--- config.mk ---
export PLATFORM = sky130hd
export DESIGN_NAME = lsu_mem_stage
export DESIGN_NICKNAME = d
export VERILOG_FILES = /design/src/rtl/lsu_mem_stage.sv
export SDC_FILE = /design/constraint.sdc
export NUM_CORES = 1
export LEC_CHECK = 0
export CAP_MARGIN = 25
export CORE_MARGIN = 2
export CORE_UTILIZATION = 44
export CTS_CLUSTER_SIZE = 25
export DETAILED_ROUTE_END_ITERATION = 10
export PLACE_DENSITY = 0.81
export SLEW_MARGIN = 15
export SYNTH_ARGS = -nofsm -noshare
export SYNTH_HDL_FRONTEND = slang
export SYNTH_SLANG_ARGS = --single-unit
--- constraint.sdc ---
create_clock -name clk -period 5.1 [get_ports clk]
set_input_delay 1.02 -clock clk [delete_from_list [all_inputs] [get_ports clk]]
set_output_delay 1.02 -clock clk [all_outputs]
set_load 0.02 [all_outputs]
--- src/rtl/lsu_mem_stage.sv ---
// MEM-stage load/store unit: req/gnt/rvalid bus master with byte-lane steering and load extension.
// Define LSU_MISALIGN_SPLIT_EN to run bus-word-crossing accesses as two beats instead of rejecting them.
module lsu_mem_stage #(
  parameter int unsigned XLEN = 32,
  localparam int unsigned NBYTES = XLEN / 8
) (
  input  logic              clk,
  input  logic              clr,
  input  logic              req_valid,
  input  logic              req_we,
  input  logic [2:0]        funct3M,
  input  logic [XLEN-1:0]   addrM,
  input  logic [XLEN-1:0]   wdataM,
  output logic              busy,
  output logic              done,
  output logic [XLEN-1:0]   load_data,
  output logic              misalign_err,
  output logic              mem_req,
  output logic              mem_we,
  output logic [XLEN-1:0]   mem_addr,
  output logic [NBYTES-1:0] mem_be,
  output logic [XLEN-1:0]   mem_wdata,
  input  logic              mem_gnt,
  input  logic              mem_rvalid,
  input  logic [XLEN-1:0]   mem_rdata
);

  localparam int unsigned OFFW = $clog2(NBYTES);
`ifdef LSU_MISALIGN_SPLIT_EN
  localparam int unsigned LANES = 2 * NBYTES;
`else
  localparam int unsigned LANES = NBYTES;
`endif
  localparam int unsigned WIDEW = 8 * LANES;

  typedef enum logic [2:0] {
    IDLE,
    ISSUE,
    WAIT,
`ifdef LSU_MISALIGN_SPLIT_EN
    ISSUE2,
    WAIT2,
`endif
    DONE
  } state_t;

  state_t          state;
  logic            weQ;
  logic [2:0]      funct3Q;
  logic [OFFW-1:0] offQ;
`ifdef LSU_MISALIGN_SPLIT_EN
  logic              splitQ;
  logic [XLEN-1:0]   addr2Q;
  logic [NBYTES-1:0] be2Q;
  logic [XLEN-1:0]   wdata2Q;
  logic [XLEN-1:0]   rdata1Q;
`endif

  logic [OFFW-1:0]  reqOff;
  logic [3:0]       reqSize;
  logic [4:0]       reqEnd;
  logic             reqCross;
  logic             reqIllegal;
  logic             reqErr;
  logic [XLEN-1:0]  reqBase;
  logic [LANES-1:0] reqBe;
  logic [WIDEW-1:0] reqWdata;

  // Request decode: lane offset, size, crossing and illegal-size detection.
  always_comb begin
    reqOff     = addrM[OFFW-1:0];
    reqSize    = 4'd1 << funct3M[1:0];
    reqEnd     = 5'(reqOff) + 5'(reqSize);
    reqCross   = reqEnd > 5'(NBYTES);
    reqIllegal = (funct3M == 3'b111) ||
                 ((XLEN == 32) && ((funct3M == 3'b011) || (funct3M == 3'b110)));
`ifdef LSU_MISALIGN_SPLIT_EN
    reqErr     = reqIllegal;
`else
    reqErr     = reqIllegal || reqCross;
`endif
    reqBase    = {addrM[XLEN-1:OFFW], OFFW'(0)};
    reqBe      = LANES'((16'd1 << reqSize) - 16'd1) << reqOff;
    reqWdata   = WIDEW'(wdataM) << {reqOff, 3'b000};
  end

  logic [WIDEW-1:0] rdWide;
  logic [XLEN-1:0]  ldRaw;
  logic [XLEN-1:0]  keep;
  logic             sgn;
  logic [XLEN-1:0]  ldResult;

  // Load assembly: beat-2 bytes sit above beat-1 bytes, then shift down by the lane offset and extend.
  always_comb begin
`ifdef LSU_MISALIGN_SPLIT_EN
    rdWide = splitQ ? {mem_rdata, rdata1Q} : {XLEN'(0), mem_rdata};
`else
    rdWide = mem_rdata;
`endif
    ldRaw = XLEN'(rdWide >> {offQ, 3'b000});
    keep  = '1;
    sgn   = 1'b0;
    case (funct3Q[1:0])
      2'b00:   begin keep = XLEN'(8'hFF);         sgn = ldRaw[7];      end
      2'b01:   begin keep = XLEN'(16'hFFFF);      sgn = ldRaw[15];     end
      2'b10:   begin keep = XLEN'(32'hFFFF_FFFF); sgn = ldRaw[31];     end
      default: begin keep = '1;                   sgn = ldRaw[XLEN-1]; end
    endcase
    if (weQ)
      ldResult = '0;
    else
      ldResult = (ldRaw & keep) | ((!funct3Q[2] && sgn) ? ~keep : '0);
  end

  assign busy = !clr && (((state != IDLE) && (state != DONE)) ||
                         ((state == IDLE) && req_valid && !reqErr));
  assign misalign_err = !clr && (state == IDLE) && req_valid && reqErr;

  always_ff @(posedge clk or posedge clr) begin
    if (clr) begin
      state     <= IDLE;
      weQ       <= 1'b0;
      funct3Q   <= '0;
      offQ      <= '0;
      done      <= 1'b0;
      load_data <= '0;
      mem_req   <= 1'b0;
      mem_we    <= 1'b0;
      mem_addr  <= '0;
      mem_be    <= '0;
      mem_wdata <= '0;
`ifdef LSU_MISALIGN_SPLIT_EN
      splitQ    <= 1'b0;
      addr2Q    <= '0;
      be2Q      <= '0;
      wdata2Q   <= '0;
      rdata1Q   <= '0;
`endif
    end else begin
      done <= 1'b0;
      case (state)
        IDLE: begin
          if (req_valid && !reqErr) begin
            weQ       <= req_we;
            funct3Q   <= funct3M;
            offQ      <= reqOff;
            mem_req   <= 1'b1;
            mem_we    <= req_we;
            mem_addr  <= reqBase;
            mem_be    <= reqBe[NBYTES-1:0];
            mem_wdata <= reqWdata[XLEN-1:0];
`ifdef LSU_MISALIGN_SPLIT_EN
            splitQ    <= reqCross;
            addr2Q    <= reqBase + XLEN'(NBYTES);
            be2Q      <= reqBe[LANES-1:NBYTES];
            wdata2Q   <= reqWdata[WIDEW-1:XLEN];
`endif
            state     <= ISSUE;
          end
        end
        ISSUE: begin
          if (mem_gnt) begin
            mem_req <= 1'b0;
            state   <= WAIT;
          end
        end
        WAIT: begin
          if (mem_rvalid) begin
`ifdef LSU_MISALIGN_SPLIT_EN
            if (splitQ) begin
              rdata1Q   <= mem_rdata;
              mem_req   <= 1'b1;
              mem_addr  <= addr2Q;
              mem_be    <= be2Q;
              mem_wdata <= wdata2Q;
              state     <= ISSUE2;
            end else begin
              done      <= 1'b1;
              load_data <= ldResult;
              state     <= DONE;
            end
`else
            done      <= 1'b1;
            load_data <= ldResult;
            state     <= DONE;
`endif
          end
        end
`ifdef LSU_MISALIGN_SPLIT_EN
        ISSUE2: begin
          if (mem_gnt) begin
            mem_req <= 1'b0;
            state   <= WAIT2;
          end
        end
        WAIT2: begin
          if (mem_rvalid) begin
            done      <= 1'b1;
            load_data <= ldResult;
            state     <= DONE;
          end
        end
`endif
        DONE: begin
          load_data <= '0;
          state     <= IDLE;
        end
        default: state <= IDLE;
      endcase
    end
  end

endmodule

==> results of run 1 <==
==> cell type report <==
class	instances	area, µm²
repair buffers	216	2170
multi-input cells	389	2370
fillers	927	3790
clock buffers	13	260
inverters	6	25.0
flip-flops and latches	108	2700
clock inverters	3	21.3
well taps	143	179
==> cells in the final DEF (no fill, tap or decap), types with 5 or more instances in the layout <==
cell / instances
a21oi_1: 27
inv_1: 5
buf_4: 6
mux2_2: 17
nor2b_1: 10
nand3_1: 8
clkbuf_16: 9
o21ai_0: 41
clkdlybuf4s50_1: 207
a22oi_1: 16
a22o_1: 16
dfrtp_1: 108
o31ai_1: 9
nand2_1: 152
mux2i_1: 31
nor2_1: 15
a211oi_1: 10
ha_1: 7
==> critical path: stages <==
cell and delay (ps):
clkdlybuf4s50_1 620, nor2_1 90, ha_1 240, fa_1 390, xnor2_1 390, o221a_2 290
nor2_1 40, nor2_1 80, clkdlybuf4s50_1 610
==> power groups by stage <==
| stage | clock network, mW | registers (mW) | logic (mW) |
|---|---|---|---|
| 5_1_grt | 0.705 | 1.52 | 2.35 |
| 6_report | 0.664 | 1.47 | 2.19 |
| 3_3_place_gp | 0 | 1.49 | 2.10 |
| 4_1_cts | 0.680 | 1.50 | 2.16 |
| 2_1_floorplan | 0 | 1.82 | 0.802 |
| 3_5_place_dp | 0 | 1.51 | 2.14 |
==> layer usage <==
layer,routed length (µm),track usage
met5,0,0
met4,488,0.111
met3,1450,0.0771
met2,7550,0.413
met1,5990,0.274
==> sequential cells by signal, summed over array words and instances, names as in the netlist <==
register and flops:
weQ 1, funct3Q 3, mem_wdata 32, mem_req 1, mem_addr 30, state 2
mem_be 4, done 1, offQ 2, load_data 32
==> through the flow <==
| step | worst slack, ps | power (mW) | hold slack, ps |
|---|---|---|---|
| floorplan | 265 | 2.62 | 453 |
| global placement | 394 | 3.59 | 453 |
| detailed placement | 309 | 3.65 | 460 |
| CTS | 299 | 4.33 | 475 |
| global route | 112 | 4.57 | 485 |
| finish | 292 | 4.32 | 470 |
==> logic make-up (layout without fill, tap and decap cells) <==
family	Yosys count	count (layout)
XOR/XNOR	1	1
other	1	2
buffers and inverters	42	238
AO/OA/AOI/OAI	131	131
multiplexers	50	50
flip-flops	108	108
adder cells (fa/ha/maj)	8	8
AND/OR/NAND/NOR	197	197
==> how the worst max path moves through the flow <==
| stage | endpoint | slack (ps) |
|---|---|---|
| detailed placement | busy | 310 |
| CTS | busy | 300 |
| global placement | busy | 390 |
| global route | busy | 110 |
| floorplan | misalign_err | 260 |
| finish | busy | 290 |
==> metrics, run 1 <==
normalized max-slew margin=0.338; internal power component=approximately 2.6 mW; fin util=0.671; max-slew violation count=0; Core Footprint=around 12,000 µm²; CTS resizes=0; post-synthesis register bit count=108; Max Cap Viol=0; H-tree Lvls=3; Sw Share=0.397; vias in the first global route=a little under 5,000; # Post-CTS Setup Buffers=0; vias per inst=between 5 and 6; die height=113 µm; dpl cell area=7410 µm²; worst hold path type=flop to flop; Syn. warnings=0; worst hold path depth=2; crit path kind=primary input to primary output; Cell Count, Final, Fillers Out=878; XOR/XNOR share of the synthesized area=0.00167; outcome=finished, final reports clean; Clock Skews=between 6 and 7 ps; mapped cell area=5260 µm²; top post-synthesis cells by area=dfrtp_1, nand2_1, mux2i_1; Least-Margin Pin Slew=~990 ps; CTS Buf Count=9; Synth top cells by count=nand2_1, dfrtp_1, o21ai_0; period utilization=0.943; final wirelength=~15,000 µm; Worst R2R Start=offQ[1]; CP Max Fanout=7; Synth Area in Simple Gates=0.156; Starting Density=0.456; terminus of the critical flop-to-flop path=load_data[26]; ys async rst share=1.00; DRT Pass-1 Iters=5; GRT Residual Overflow=0; setup TNS=0 ps; share of cells above drive strength 1=0.0680; Synth Area in Adders=0.0205; crit end category=primary output; largest net degree at the start of global routing=approximately 80; first-pass GRT wire length=between 20,000 and 25,000 µm; Fin. Hold Viols=0; Max clock buf depth=2; Hold EP=mem_wdata[0]; VDD IR max=around 0.35 mV; post-synth top area share=0.514; IO Port Bufs=around 210; synthesized instance count=about 540; count leader, synth=nand2_1; Horiz. Die Dim=between 100 and 150 µm; RSZ-0062 raised after global routing=no; Worst-path clk slew=70 ps; Netlist cell types=between 40 and 50; CTS sink count=108; Worst R2R Path Depth=3; Hold Startpoint=mem_wdata[0]; initial antenna violation count=0; pwr dens=about 560 nW/µm²; switching power=1.72 mW; sequential area share after synthesis=0.514; final instance area=approximately 7700 µm²; Setup crit start kind=primary input; combinational share of power=0.506; mux cell area share after synthesis=0.104; CTS root buf=clkbuf_16; GR Util All Layers=0.241; FMAX=208 MHz; Clock power frac=0.154; RD Place Congestion=between 0.9 and 1; Setup crit start=funct3M[0]; die area=between 10,000 and 15,000 µm²; CTS tree=yes; via count=around 4,800; Leak=3.43 nW; placed insts=860; DP HPWL=around 11,000 µm; n_diodes=0; worst reg-to-reg setup slack=2740 ps; sequential power share=0.340; Post-synth EDFFs=0; Synth Flop Type=dfrtp_1; area delta synth->final=47.0%; Clock Latency Late Sink=350 ps; FP Rows=39; Hold Buf Count CTS=0; Synth area leader=dfrtp_1; I/O pin count=210; fin crit period=between 4000 and 5000 ps; antenna viol nets, final=0; Worst EP required=roughly 4000 ps; Synth Area in Compound Gates=0.164; Mapped Avg Cell Area=about 9.8 µm²; fin nets=around 840; Setup Viol. Count Final=0; largest family of logic cells by synthesized area=compound AO/OA/AOI/OAI gates; DRT iter0 DRCs=between 300 and 400; WP data arrival=3790 ps; DRC=0; wire per inst=17.6 µm
Note: power is estimated with default switching activity, not from simulation.
==> inputs of run 2 (changes only) <==
Settings changed: CELL_PAD_IN_SITES_DETAIL_PLACEMENT from default to 2, CELL_PAD_IN_SITES_GLOBAL_PLACEMENT from default to 2, CORE_UTILIZATION 44 to 25, CTS_CLUSTER_DIAMETER from default to 50, HOLD_SLACK_MARGIN from default to 0.05, PLACE_DENSITY 0.81 to default, PLACE_DENSITY_LB_ADDON from default to 0.1.
==> metrics, run 2 (same netlist as run 1, synthesis figures left out) <==
outcome=finished, final reports clean; I/O pin count=210 (unchanged); DRC=0 (unchanged); CP Max Fanout=7 (unchanged); die area=22,200 µm² (+73%); IO Port Bufs=207 (unchanged); crit path kind=primary input to primary output; commonest cells after routing, fill and taps aside=clkdlybuf4s50_1, nand2_1, dfrtp_1; FMAX=209 MHz (+0.65%); RSZ-0062 raised after global routing=no; DP HPWL=14,100 µm (+25%); final wirelength=19,600 µm (+26%); crit end category=primary output; pwr dens=555 nW/µm² (-0.78%); # Post-CTS Setup Buffers=0 (unchanged); Starting Density=0.252 (-0.204); vias in the first global route=5,391 (+9.0%); Top Registers=load_data: 32 flops, mem_wdata: 32 flops, mem_addr: 30 flops; CTS tree=yes; area delta synth->final=50.2%; period utilization=0.937 (-0.00613); Horiz. Die Dim=149 µm (+32%); final instance area=7890 µm² (+2.2%); setup TNS=0 ps (unchanged); Fin. Hold Viols=0 (unchanged); via count=4,825 (+0.56%); DRT iter0 DRCs=159 (-59%); most common cell after layout, fill and taps aside=clkdlybuf4s50_1; CTS root buf=clkbuf_16; Leak=3.44 nW (+0.27%); Clock Skews=13.9 ps (+7.46 ps); dpl cell area=7590 µm² (+2.5%); vias per inst=4.76 (-13%); H-tree Lvls=3 (unchanged); DRT Pass-1 Iters=4 (-1); Hold Buf Count CTS=0 (unchanged); antenna viol nets, final=0 (unchanged); VDD IR max=0.202 mV (-43%); WP data arrival=3760 ps (-30 ps); max-slew violation count=0 (unchanged); share of cells above drive strength 1=0.0759 (+0.00785); initial antenna violation count=0 (unchanged); FP Rows=53 (+36%); wire per inst=19.3 µm (+9.6%); Power, Total=4.38 mW (+1.4%); GRT Residual Overflow=0 (unchanged); fin crit period=4780 ps (-31.3 ps); Setup Viol. Count Final=0 (unchanged); Max Cap Viol=0 (unchanged); Worst EP required=4080 ps (about the same); Clock Latency Late Sink=360 ps (about the same); n_diodes=0 (unchanged); Core Footprint=20,800 µm² (+81%); die height=149 µm (+32%); CTS Buf Count=9 (unchanged); CTS sink count=108 (unchanged); Max clock buf depth=2 (unchanged); Least-Margin Pin Slew=955 ps (-37.9 ps); largest net degree at the start of global routing=73 (-9.9%); normalized max-slew margin=0.362 (+0.0236); worst hold path type=flop to flop; first-pass GRT wire length=31,100 µm (+27%); fin nets=847 (+0.47%); Worst-path clk slew=70 ps (about the same); CTS resizes=0 (unchanged); Setup crit start kind=primary input; RD Place Congestion=0.763 (-17%); GR Util All Layers=0.181 (-0.0599)
[run 2: cell types whose count changed in the layout (fill, tap and decap cells not counted)]
cell / before / now
buf_4: 6 / 9
buf_2: 1 / 3
clkbuf_8: 2 / 0
clkdlybuf4s50_1: 207 / 205
clkbuf_1: 2 / 1
clkbuf_2: 0 / 1
clkinvlp_4: 1 / 2
inv_6: 0 / 1
[run 2: layout make-up]
type                            instances  area [µm²]
Sequential cell                       108        2700
Multi-Input combinational cell        389        2370
Timing Repair Buffer                  220        2190
Fill cell                            2253       12900
Tap cell                              275         344
Clock inverter                          5        37.5
Clock buffer                           10         229
Inverter                                6        25.0
[run 2: stage by stage]
| step | hold slack [ps] | instances | util | worst slack (ps) |
|---|---|---|---|---|
| floorplan | 453 | 539 | - | 265 |
| global placement | 455 | 995 | 0.364 | 407 |
| detailed placement | 464 | 996 | 0.365 | 293 |
| CTS | 479 | 1011 | 0.377 | 289 |
| global route | 501 | 1013 | 0.379 | 138 |
| finish | 476 | 1013 | 0.379 | 323 |
[run 2: routing by layer]
layer  global-route usage  up-vias  part of all wire
li1                     -     2251                 -
met1                0.218     2430              0.41
met2                0.315      127              0.51
met3               0.0526       17             0.069
met4               0.0500        0             0.013
met5                    0        -                 0
[run 2: path summary, 6_finish.rpt]
kind                               from       endpoint  slack, ps  cells after the start
max                          funct3M[0]           busy        320                      8
min                        mem_wdata[4]   mem_wdata[4]        480                      2
max reg2reg                    state[0]  mem_wdata[29]       2740                      6
min reg2reg                mem_wdata[4]   mem_wdata[4]        480                      2
max in group asynchronous           clr  mem_wdata[24]       2950                      4
min in group asynchronous           clr   load_data[2]       1100                      2
[run 2: critical path: stages]
cell and delay (ps):
clkdlybuf4s50_1 640, nor2b_1 290, ha_1 310, a2111oi_4 460, o221a_2 290, nor2_1 60
nor2_1 80, clkdlybuf4s50_1 610
[run 2: power breakdown]
part | total [mW] | leakage, nW | internal (mW) | switching, mW
Combinational | 2.26 | 1.93 | 1.02 | 1.24
Clock | 0.675 | 0.125 | 0.332 | 0.343
Sequential | 1.45 | 1.39 | 1.22 | 0.231
